File: src/rtl/uart_console_rx.sv
// -----------------------------------------------------------------------------
// uart_console_rx
//
// Serial console receiver. Watches a UART line, decodes 8N1 frames into bytes,
// and buffers them in a first-word-fall-through FIFO. Downstream logic drains
// the FIFO through a valid/ready handshake.
//
// Parameters
//    CLKS_PER_BIT  clk_i cycles per bit time (even, >= 4)
//    FIFO_DEPTH    byte FIFO entries (power of two, >= 2)
//
// Ports
//    clk_i        in   1   clock
//    rst_ni       in   1   asynchronous reset, active low
//    en_i         in   1   receiver enable; low = line ignored
//    serial_i     in   1   serial line, idle high, asynchronous to clk_i
//    rdata_o      out  8   FIFO head byte (valid while rvalid_o=1)
//    rvalid_o     out  1   FIFO not empty
//    rready_i     in   1   pop head when rvalid_o & rready_i
//    frame_err_o  out  1   one-cycle pulse: stop bit sampled low
//    overflow_o   out  1   sticky: a byte was dropped because FIFO was full
//    clr_i        in   1   clears overflow_o
//    newline_o    out  1   one-cycle pulse when byte 0x0A is pushed
//    level_o      out  LW  current FIFO occupancy
// -----------------------------------------------------------------------------
module uart_console_rx #(
   parameter int CLKS_PER_BIT = 16,
   parameter int FIFO_DEPTH   = 16
) (
   input  logic                            clk_i,
   input  logic                            rst_ni,
   input  logic                            en_i,
   input  logic                            serial_i,
   output logic [7:0]                      rdata_o,
   output logic                            rvalid_o,
   input  logic                            rready_i,
   output logic                            frame_err_o,
   output logic                            overflow_o,
   input  logic                            clr_i,
   output logic                            newline_o,
   output logic [$clog2(FIFO_DEPTH):0]     level_o
);

   localparam int TW   = $clog2(CLKS_PER_BIT);
   localparam int HALF = CLKS_PER_BIT / 2;
   localparam int AW   = $clog2(FIFO_DEPTH);
   localparam int LW   = AW + 1;

   typedef enum logic [2:0] {
      S_IDLE,
      S_START,
      S_DATA,
      S_STOP,
      S_BRK
   } state_t;

   // ---------------------------------------------------------------- input path
   logic r_sync1;
   logic r_sync2;
   logic r_s_prev;
   logic w_s;
   logic w_fall;

   // Synchronizer flops reset to the idle (high) level so that reset release
   // never looks like a start bit.
   always_ff @(posedge clk_i or negedge rst_ni) begin
      if (!rst_ni) begin
         r_sync1  <= 1'b1;
         r_sync2  <= 1'b1;
         r_s_prev <= 1'b1;
      end else begin
         r_sync1  <= serial_i;
         r_sync2  <= r_sync1;
         r_s_prev <= r_sync2;
      end
   end

   assign w_s    = r_sync2;
   assign w_fall = r_s_prev & ~w_s;

   // ---------------------------------------------------------------- receiver FSM
   state_t          r_state;
   state_t          w_state_next;
   logic [TW-1:0]   r_tick;
   logic [TW-1:0]   w_tick_next;
   logic [2:0]      r_bitcnt;
   logic [2:0]      w_bitcnt_next;
   logic [7:0]      r_shift;
   logic [7:0]      w_shift_next;
   logic            w_push_req;
   logic            w_ferr_set;
   logic            w_half_done;
   logic            w_bit_done;

   assign w_half_done = (r_tick == TW'(HALF - 1));
   assign w_bit_done  = (r_tick == TW'(CLKS_PER_BIT - 1));

   always_ff @(posedge clk_i or negedge rst_ni) begin
      if (!rst_ni) begin
         r_state  <= S_IDLE;
         r_tick   <= '0;
         r_bitcnt <= '0;
         r_shift  <= '0;
      end else begin
         r_state  <= w_state_next;
         r_tick   <= w_tick_next;
         r_bitcnt <= w_bitcnt_next;
         r_shift  <= w_shift_next;
      end
   end

   always_comb begin
      w_state_next  = r_state;
      w_tick_next   = r_tick + TW'(1);
      w_bitcnt_next = r_bitcnt;
      w_shift_next  = r_shift;
      w_push_req    = 1'b0;
      w_ferr_set    = 1'b0;

      if (!en_i) begin
         // Disabling abandons any partial frame without reporting an error.
         w_state_next = S_IDLE;
         w_tick_next  = '0;
      end else begin
         unique case (r_state)
            S_IDLE: begin
               w_tick_next = '0;
               if (w_fall) begin
                  w_state_next = S_START;
               end
            end
            S_START: begin
               // Re-check the start bit at its centre to reject glitches.
               if (w_half_done) begin
                  w_tick_next = '0;
                  if (w_s) begin
                     w_state_next = S_IDLE;
                  end else begin
                     w_state_next  = S_DATA;
                     w_bitcnt_next = '0;
                  end
               end
            end
            S_DATA: begin
               if (w_bit_done) begin
                  w_tick_next            = '0;
                  w_shift_next[r_bitcnt] = w_s;
                  if (r_bitcnt == 3'd7) begin
                     w_state_next = S_STOP;
                  end else begin
                     w_bitcnt_next = r_bitcnt + 3'd1;
                  end
               end
            end
            S_STOP: begin
               if (w_bit_done) begin
                  w_tick_next = '0;
                  if (w_s) begin
                     w_push_req   = 1'b1;
                     w_state_next = S_IDLE;
                  end else begin
                     w_ferr_set   = 1'b1;
                     w_state_next = S_BRK;
                  end
               end
            end
            S_BRK: begin
               // A held-low line (break) must return high before the next frame.
               w_tick_next = '0;
               if (w_s) begin
                  w_state_next = S_IDLE;
               end
            end
            default: begin
               w_state_next = S_IDLE;
               w_tick_next  = '0;
            end
         endcase
      end
   end

   // ---------------------------------------------------------------- FIFO
   logic [7:0]    r_mem [FIFO_DEPTH];
   logic [AW-1:0] r_wptr;
   logic [AW-1:0] r_rptr;
   logic [AW-1:0] w_rptr_next;
   logic [LW-1:0] r_count;
   logic [LW-1:0] w_count_next;
   logic [LW-1:0] w_remain;
   logic [7:0]    r_rdata;
   logic [7:0]    w_head;
   logic          r_rvalid;
   logic          w_full;
   logic          w_pop;
   logic          w_push;
   logic          w_drop;
   logic          r_overflow;
   logic          r_frame_err;
   logic          r_newline;

   always_comb begin
      w_full       = (r_count == LW'(FIFO_DEPTH));
      w_pop        = r_rvalid & rready_i;
      // A pop in the same cycle frees a slot, so a full FIFO can still accept.
      w_push       = w_push_req & (~w_full | w_pop);
      w_drop       = w_push_req & w_full & ~w_pop;
      w_count_next = r_count + LW'(w_push) - LW'(w_pop);
      w_rptr_next  = r_rptr + AW'(w_pop);
      w_remain     = r_count - LW'(w_pop);
      // When nothing else remains, the byte being pushed becomes the new head;
      // it is not in the array yet, so it is forwarded directly.
      if (w_remain == '0) begin
         w_head = r_shift;
      end else begin
         w_head = r_mem[w_rptr_next];
      end
   end

   always_ff @(posedge clk_i) begin
      if (w_push) begin
         r_mem[r_wptr] <= r_shift;
      end
   end

   always_ff @(posedge clk_i or negedge rst_ni) begin
      if (!rst_ni) begin
         r_wptr      <= '0;
         r_rptr      <= '0;
         r_count     <= '0;
         r_rdata     <= '0;
         r_rvalid    <= 1'b0;
         r_overflow  <= 1'b0;
         r_frame_err <= 1'b0;
         r_newline   <= 1'b0;
      end else begin
         if (w_push) begin
            r_wptr <= r_wptr + AW'(1);
         end
         r_rptr   <= w_rptr_next;
         r_count  <= w_count_next;
         r_rvalid <= (w_count_next != '0);
         if (w_count_next != '0) begin
            r_rdata <= w_head;
         end
         // Clear wins over a same-cycle drop.
         if (clr_i) begin
            r_overflow <= 1'b0;
         end else if (w_drop) begin
            r_overflow <= 1'b1;
         end
         r_frame_err <= w_ferr_set;
         r_newline   <= w_push & (r_shift == 8'h0A);
      end
   end

   assign rdata_o     = r_rdata;
   assign rvalid_o    = r_rvalid;
   assign level_o     = r_count;
   assign overflow_o  = r_overflow;
   assign frame_err_o = r_frame_err;
   assign newline_o   = r_newline;

endmodule
File: config.mk
export PLATFORM = sky130hd
export DESIGN_NAME = uart_console_rx
export DESIGN_NICKNAME = d
export VERILOG_FILES = /design/src/rtl/uart_console_rx.sv
export SDC_FILE = /design/constraint.sdc
export NUM_CORES = 1
export LEC_CHECK = 0
export ABC_AREA = 1
export CAP_MARGIN = 10
export CORE_UTILIZATION = 65
export CTS_BUF_LIST = sky130_fd_sc_hd__clkbuf_8
export DETAILED_ROUTE_END_ITERATION = 10
export PLACE_DENSITY_LB_ADDON = 0.08
export SLEW_MARGIN = 5
export SYNTH_ARGS = -nofsm -noshare
export SYNTH_HDL_FRONTEND = slang
export SYNTH_SLANG_ARGS = --single-unit
File: constraint.sdc
create_clock -name clk_i -period 5.3 [get_ports clk_i]
set_input_delay 1.06 -clock clk_i [delete_from_list [all_inputs] [get_ports clk_i]]
set_output_delay 1.06 -clock clk_i [all_outputs]
set_load 0.01 [all_outputs]
== Yosys cells after proc, flatten, opt, wreduce, memory -nomap -nowiden ==
Memories as Yosys holds them, arrays and structs flattened.
Index checks and enable logic that the tools add are counted.

* Register bits after elaboration: 46
* Bits in writable memories: 128
* Input bits: 6
* Output and inout bits: 17
* Logic and storage cells: 99
* Memories kept: 1

{| class="wikitable"
|+ Memory list
! memory !! depth !! width !! rd ports !! clocked after memory_dff !! write ports !! line !! source
|-
| r_mem || 16 || 8 || 1 || 0 || 1 || 183 || <nowiki>logic [7:0] r_mem [FIFO_DEPTH];</nowiki>
|}

* $add $sub $neg: 7
* Magnitude comparators: 2
* Eq/ne operators: 19
* Multiplexer cells: 35
* Bitwise gates (word level): 10
* Reductions and logical operators: 10

{| class="wikitable"
|+ Operators with widths
! operator !! number
|-
| 2-to-1 mux 3 bit || 12
|-
| inequality test 3 bit, second input constant || 6
|-
| case mux 3 bit (5 select lines) || 1
|-
| 2-to-1 mux 1 bit || 13
|-
| 2-to-1 mux 4 bit || 3
|-
| AND reduction 6 bit || 2
|-
| subtractor 5 x 1 -> 5 bit || 2
|-
| adder 4 x 1 -> 4 bit, second input constant || 2
|-
| bitwise mux 8 bit || 1
|-
| equality test 8 x 4 -> 1 bit, second input constant || 1
|-
| 2-to-1 mux 8 bit || 1
|-
| inequality test 2 bit, second input constant || 4
|-
| case mux 4 bit (2 select lines) || 1
|-
| bitwise AND 1 bit || 6
|-
| equality test 3 x 2 -> 1 bit, second input constant || 2
|-
| equality test 3 bit, second input constant || 2
|-
| case mux 3 bit (2 select lines) || 1
|-
| adder 5 x 1 -> 5 bit || 1
|-
| equality test 5 bit, second input constant || 1
|-
| zero test 5 bit || 1
|-
| nonzero test 5 bit || 1
|-
| adder 4 x 1 -> 4 bit || 1
|-
| equality test 4 x 3 -> 1 bit, second input constant || 1
|-
| equality test 4 bit, second input constant || 1
|-
| 13 further kinds || 16
|}

== Logic depth before layout (Yosys ltp) ==
Gate-level depths: netlist of the first run.

* Depth after elaboration: 8
* Gate-level depth with buffers: 20

== Worst setup path before layout of the first run ==
Ideal clock, no wire load.

* Path type: input port to flip-flop
* Start point: input en_i
* End point: register r_rdata[6], in the netlist rdata_o[6]
* Arrival time: 3.366 ns
* Required time: 5.184 ns
* Slack: 1.817 ns
* Stages on the path: 18
* Path buffers: 2
* Path through: buf_2 -> nand4_1 -> inv_1 -> nor2_1 -> inv_1 -> nand2_1 -> ha_1 -> inv_1 -> fa_1 -> inv_1 -> or2_0 -> nor2_1 -> nand3_1 -> nor2_2 -> buf_2 -> nor2_1 -> nand2_1 -> nand2_1

* Word-level cells in the longest chain between the ends: 5

{| class="wikitable"
|+ RTL lines
! element !! line !! source
|-
| start, declared || 32 || <nowiki>input logic en_i,</nowiki>
|-
| 2-to-1 mux 1 bit || 120 || <nowiki>if (!en_i) begin</nowiki>
|-
| bitwise AND 1 bit || 205 || <nowiki>w_push = w_push_req & (~w_full | w_pop);</nowiki>
|-
| adder 5 x 1 -> 5 bit || 207 || <nowiki>w_count_next = r_count + LW'(w_push) - LW'(w_pop);</nowiki>
|-
| subtractor 5 x 1 -> 5 bit || 207 ||
|-
| net w_count_next[1] || 188 || <nowiki>logic [LW-1:0] w_count_next;</nowiki>
|-
| nonzero test 5 bit || 242 || <nowiki>if (w_count_next != '0) begin</nowiki>
|-
| end signal, assigned || 243 || <nowiki>r_rdata <= w_head;</nowiki>
|-
| end, declared || 190 || <nowiki>logic [7:0] r_rdata;</nowiki>
|}

The timed path passes the listed nets, and every way through them passes these cells.
A chain may end at the register's enable or synchronous reset.

== Worst setup path after layout of the first run ==
* Start point: input en_i
* End point: register r_rdata[4], in the netlist rdata_o[4]

Same word-level chain as after synthesis.

==> results of run 1 <==
-- flip-flops by register name (all words and copies together), names as in the netlist --
signal / cells
overflow_o: 1
rvalid_o: 1
r_sync1: 1
r_wptr: 4
r_rptr: 4
frame_err_o: 1
r_state: 3
newline_o: 1
r_sync2: 1
r_bitcnt: 3
rdata_o: 8
level_o: 5
r_s_prev: 1
r_tick: 4
r_shift: 8
r_mem: 128
-- cell families after synthesis --
family	after synthesis	share of synthesized area
simple gates	449	0.240
fa+ha+maj	19	0.0310
xor+xnor	9	0.0143
compound gates	26	0.0176
flops	174	0.633
buf+inv	129	0.0643
-- cells in the mapped netlist, types with 5 or more instances --
cell type,number,area [µm²]
o21ai_0,11,55.1
dfrtp_1,43,1080
inv_1,102,383
edfxtp_1,128,3840
nor2_1,49,184
nand3_1,104,521
xor2_1,5,43.8
buf_2,10,50.1
ha_1,18,225
nand2_1,272,1020
clkbuf_1,13,48.8
nor3_1,5,25.0
a21oi_1,6,30.0
-- power by group through the flow --
| stage | combinational (mW) | sequential [mW] | clock, mW |
|---|---|---|---|
| 6_report | 0.110 | 1.48 | 0.805 |
| 3_5_place_dp | 0.110 | 1.51 | 0 |
| 3_3_place_gp | 0.102 | 1.50 | 0 |
| 2_1_floorplan | 0.0796 | 1.50 | 0 |
| 5_1_grt | 0.128 | 1.48 | 0.863 |
| 4_1_cts | 0.110 | 1.48 | 0.814 |
-- final cells by class --
cell class / instances / area, µm² / area share
clock inverters: 14 / 91.3 / 0.0107
flip-flops and latches: 174 / 5000 / 0.586
well taps: 143 / 179 / 0.0210
multi-input cells: 503 / 2390 / 0.281
repair buffers: 24 / 230 / 0.0270
clock buffers: 18 / 248 / 0.0290
inverters: 104 / 390 / 0.0458
-- critical path, stage by stage --
cell and delay [ns]:
clkdlybuf4s50_1 0.64, nand4_1 0.28, nor2_4 0.26, nand2_1 0.07, nand2_1 0.08, ha_1 0.16
inv_1 0.06, fa_1 0.48, inv_1 0.05, or2_0 0.19, nor2_1 0.13, nand3_1 0.11
nor2_2 0.49, nor2_1 0.11, nand2_1 0.09, nand2_1 0.05
-- routing by layer --
layer	GRT usage	vias up
met2	0.441	202
met4	0.108	0
li1	-	2649
met5	0	-
met1	0.391	2607
met3	0.0535	27
-- worst max path at each step --
stage	from	to	slack, ns	depth (start not counted)
after floorplan	en_i	rdata_o[6]$_DFFE_PN0P_	1.82	18
after global placement	en_i	rdata_o[6]$_DFFE_PN0P_	1.09	16
after detailed placement	en_i	rdata_o[4]$_DFFE_PN0P_	0.89	16
after CTS	en_i	rdata_o[4]$_DFFE_PN0P_	1.38	16
after global routing	en_i	rdata_o[6]$_DFFE_PN0P_	1.07	16
final	en_i	rdata_o[4]$_DFFE_PN0P_	1.34	16
==> run_results.csv, run 1 <==
group,metric,value,unit
status,outcome,"complete, but fails checks",
status,violations,"DRC",
layout,diodes,0,
sta,fin_crit_sh,0.747,
drt,vias,5485,
cts,cts_max_level,4,
floorplan,die-area,0.0126,mm²
global_routing,grt_remaining_overflow,0,
hold_path,min_from,"r_sync1$_DFF_PN1_",
layout,mostFrequentLayoutCells,"nand2_1 (272), edfxtp_1 (128), inv_1 (108)",
floorplan,core-area,0.0116,mm²
cts,clkSinkCount,174,
sta,fin_ws,1.34,ns
critical_path,rr_worst_depth,18,
cts,cts_root_buf,"clkbuf_8",
cts,clkLatencyLatePin,0.46,ns
cts,numCtsBuffers,17,
critical_path,crit_type,"input port to flip-flop",
cts,cts_tree,"yes",
floorplan,start_util,0.680,
pwr,intPower,1.86,mW
drt,drt-initial-drc-count,640,
floorplan,io_pins,23,
critical_path,critPathMaxFanout,17,
critical_path,r2r-start,"r_tick[0]$_DFF_PN0_",
floorplan,die_w,112,µm
hold_path,hp-class,"flip-flop to flip-flop",
logic_synthesis,yosysWarnings,0,
logic_synthesis,synth_ff_type,"edfxtp_1",
critical_path,rr_endpoint,"rdata_o[4]$_DFFE_PN0P_",
layout,final_area,0.00853,mm²
global_routing,grt_use_total,0.280,
layout,layout_commonest_cell,"nand2_1",
drt,wl,16200,µm
floorplan,die_y,112,µm
pwr,power,2.39,mW
critical_path,worstPathArrival,4.31,ns
place,dp_hpwl,10300,µm
sta,drv_slew,0,
place,place_ws,0.894,ns
logic_synthesis,synthCells,806,
sta,setup_viol,0,
layout,area_delta_synth_final,8.02,%
hold_path,hold_depth,0,
drt,wl_met1,6810,µm
sta,fmax,252,MHz
pwr,ir_drop,0.000230,V
drt,met2RoutedLength,7880,µm
logic_synthesis,synth_area,0.00790,mm²
pwr,pwr-share-comb,0.046,
drt,viasPerCell,5.60,
sta,rsz0062_at_grt,"false",
cts,path_clk_slew,0.08,ns
place,post_dp_cell_area,0.00819,mm²
global_routing,grt_pass1_wl,26300,µm
cts,cts_setup_buffers,0,
layout,final_core_utilization,0.735,
logic_synthesis,netlist-cell-type-count,36,
critical_path,r2r_setup_slack,1.79,ns
logic_synthesis,synthArstFlopShare,0.264,
sta,worstMarginPinSlew,1.14,ns
sta,fin_setup_tns,0,ns
logic_synthesis,synth-edff-count,128,
drt,drc,1,
drt,wl_met3,1160,µm
place,gp_congestion,0.880,
pwr,p_clk_frac,0.336,
floorplan,rows,39,
pwr,pwr_density_cell,280,mW/mm²
drt,top_layer_used,"met4",
drt,drt-pass1-iter-count,8,
cts,ctsResizeCount,0,
layout,layout.cells.non_filler,980,
logic_synthesis,synth-seq-area-share,0.633,
drt,wl_per_cell,16.5,µm
drt,ant_nets,0,
sta,finClkSkew,0.0132,ns
pwr,switchingPower,0.530,mW
logic_synthesis,synth-seq-cells,174,
sta,hold_ws,0.361,ns
logic_synthesis,synthesis.nets,831,
global_routing,grt_max_degree,66,
sta,finalCriticalPeriod,3.96,ns
global_routing,grt_pass1_vias,5137,
layout,drive_gt1_frac,0.0538,
global_routing,antenna_found_initial,0,
hold_path,min_to,"r_sync2$_DFF_PN1_",
job,max_cap_violations,0,
cts,cts_hold_buf,0,
layout,nets,849,
sta,hold_viol,0,
place,portBuffers,22,
critical_path,worstSetupEndpointType,"flip-flop",
layout,fillCellCount,850,
critical_path,worstPathRequired,5.65,ns
pwr,leakagePower,3.75,nW
place,place_inst,948,
critical_path,startpoint_type,"input port",
cts,clockBufferDepth,2,
logic_synthesis,synth_area_per_cell,9.80,µm²
pwr,p_sw_frac,0.222,
pwr,seqPwrFrac,0.617,
sta,max_slew_margin,0.233,
Power figures use the tool's default switching activity.
==> run 2, diff against run 1 <==
--- a/config.mk
+++ b/config.mk
@@ -7,7 +7,7 @@
 export LEC_CHECK = 0
 export ABC_AREA = 1
 export CAP_MARGIN = 10
-export CORE_UTILIZATION = 65
+export CORE_UTILIZATION = 58
 export CTS_BUF_LIST = sky130_fd_sc_hd__clkbuf_8
 export DETAILED_ROUTE_END_ITERATION = 10
 export PLACE_DENSITY_LB_ADDON = 0.08
==> constraint.sdc (replaced) <==
create_clock -name clk_i -period 3.6 [get_ports clk_i]
set_input_delay 0.72 -clock clk_i [delete_from_list [all_inputs] [get_ports clk_i]]
set_output_delay 0.72 -clock clk_i [all_outputs]
set_load 0.01 [all_outputs]
==> run 2 against run 1 <==
The run now ends clean. Worst hold slack improved by 0.0019 ns. Clock skew fell by 0.0055 ns. Sequential share of layout area down 1.9 points. Utilization down 6.9 points. Clock-buffer cell count down 1. Register-to-register slack lost 1.3 ns. Via count fell by 1.3%. Cell count rose by 5.0%. Global-route usage decreased by 2.0 points. Critical path depth grew 4. Non-clock buffer count is 16 higher.
==> run_results.csv, run 2 (synthesis gave the netlist of run 1 again) <==
group,metric,value,unit
cts,cts_max_level,4,
floorplan,io_pins,23,
job,max_cap_violations,0,
cts,ctsResizeCount,0,
drt,wl_per_cell,15.9,µm
sta,worstMarginPinSlew,1.15,ns
global_routing,grt_max_degree,65,
layout,layout_commonest_cell,"nand2_1",
sta,fmax,326,MHz
cts,clkLatencyLatePin,0.45,ns
drt,drt-initial-drc-count,399,
sta,rsz0062_at_grt,"false",
drt,viasPerCell,5.26,
floorplan,start_util,0.596,
global_routing,grt_pass1_vias,5445,
layout,final_area,0.00882,mm²
cts,clkSinkCount,174,
layout,largest_reg_flops,128,
sta,finalCriticalPeriod,3.07,ns
cts,clockBufferDepth,2,
critical_path,critPathMaxFanout,17,
layout,top_register,"r_mem",
pwr,ir_drop,0.000250,V
hold_path,min_from,"r_sync1$_DFF_PN1_",
layout,layout.cells.non_filler,1029,
sta,drv_slew,0,
drt,ant_nets,0,
sta,setup_viol,0,
critical_path,crit_type,"flip-flop to flip-flop",
critical_path,worstSetupEndpointType,"flip-flop",
drt,drt-pass1-iter-count,5,
critical_path,crit_slowest_cell,"fa_1",
place,dp_hpwl,10600,µm
floorplan,die-area,0.0141,mm²
sta,max_slew_margin,0.235,
critical_path,r2r-start,"r_tick[0]$_DFF_PN0_",
pwr,pwr_density_cell,431,mW/mm²
sta,finClkSkew,0.00767,ns
layout,final_core_utilization,0.666,
layout,diodes,0,
floorplan,die_y,119,µm
pwr,leakagePower,3.88,nW
place,place_inst,997,
drt,wl,16400,µm
drt,vias,5411,
layout,nets,865,
cts,numCtsBuffers,17,
layout,area_delta_synth_final,11.6,%
layout,drive_gt1_frac,0.0750,
global_routing,grt_use_total,0.260,
critical_path,cpPeakStageDelay,0.47,ns
global_routing,grt_pass1_wl,27200,µm
drt,drc,0,
critical_path,crit_chain,"ha_1 > nand2_1 > nor2_2 > nand4_1 > inv_1 > nor2_1 > inv_1 > nand2_1 > ha_1 > inv_1 > fa_1 > inv_1 > or2_0 > nor2_1 > nand3_1 > nor2_2 > buf_12 > nor2_1 > nand2_1 > nand2_1",
place,gp_congestion,0.872,
sta,hold_ws,0.363,ns
sta,hold_viol,0,
critical_path,startpoint_type,"flip-flop",
place,place_ws,0.0632,ns
place,portBuffers,22,
critical_path,worstPathArrival,3.41,ns
cts,cts_hold_buf,0,
floorplan,core-area,0.0132,mm²
floorplan,die_w,119,µm
global_routing,grt_remaining_overflow,0,
pwr,power,3.80,mW
global_routing,antenna_found_initial,0,
place,post_dp_cell_area,0.00838,mm²
cts,cts_tree,"yes",
hold_path,hp-class,"flip-flop to flip-flop",
layout,mostFrequentLayoutCells,"nand2_1 (272), edfxtp_1 (128), inv_1 (105)",
cts,cts_setup_buffers,0,
critical_path,critical_path.startpoint,"r_tick[0]$_DFF_PN0_",
cts,path_clk_slew,0.08,ns
critical_path,worstPathRequired,3.94,ns
sta,fin_ws,0.529,ns
sta,fin_setup_tns,0,ns
sta,fin_crit_sh,0.853,
cts,cts_root_buf,"clkbuf_8",
floorplan,rows,42,
status,outcome,"finished, final reports clean",
[run 2: area by class of cell]
class                   instances  area (µm²)
well taps                     176         220
inverters                     104         390
clock buffers                  17         234
multi-input cells             503        2390
fillers                      1085        4430
clock inverters                15         204
flip-flops and latches        174        5000
repair buffers                 40         375
[run 2: final timing paths]
kind	slack, ns	depth (start not counted)	endpoint
worst max-delay path	0.53	20	rdata_o[4]$_DFFE_PN0P_
worst min-delay path	0.36	0	r_sync2$_DFF_PN1_
worst max register to register	0.53	20	rdata_o[4]$_DFFE_PN0P_
worst min register to register	0.36	0	r_sync2$_DFF_PN1_
max in group asynchronous	2.46	1	r_shift[7]$_DFFE_PN0P_
min in group asynchronous	0.46	1	rdata_o[6]$_DFFE_PN0P_
[run 2: layer usage]
metal / vias to the layer above / global-route usage / wire length [µm]
li1: 2686 / - / -
met1: 2583 / 0.324 / 6990
met2: 115 / 0.451 / 8400
met3: 27 / 0.0439 / 617
met4: 0 / 0.102 / 388
met5: - / 0 / 0
[run 2: worst max-delay path: cells and delay by family (launching register included)]
kind	cells	cell delay, ns
AND/OR/NAND/NOR	12	1.22
adder cells (fa/ha/maj)	3	0.88
buffers and inverters	5	0.43
flip-flops	1	0.40
[run 2: power by group]
part           switching (mW)  internal, mW  total, mW
clock                   0.657         0.812       1.47
combinational           0.107        0.0498      0.157
sequential             0.0229          2.15       2.17
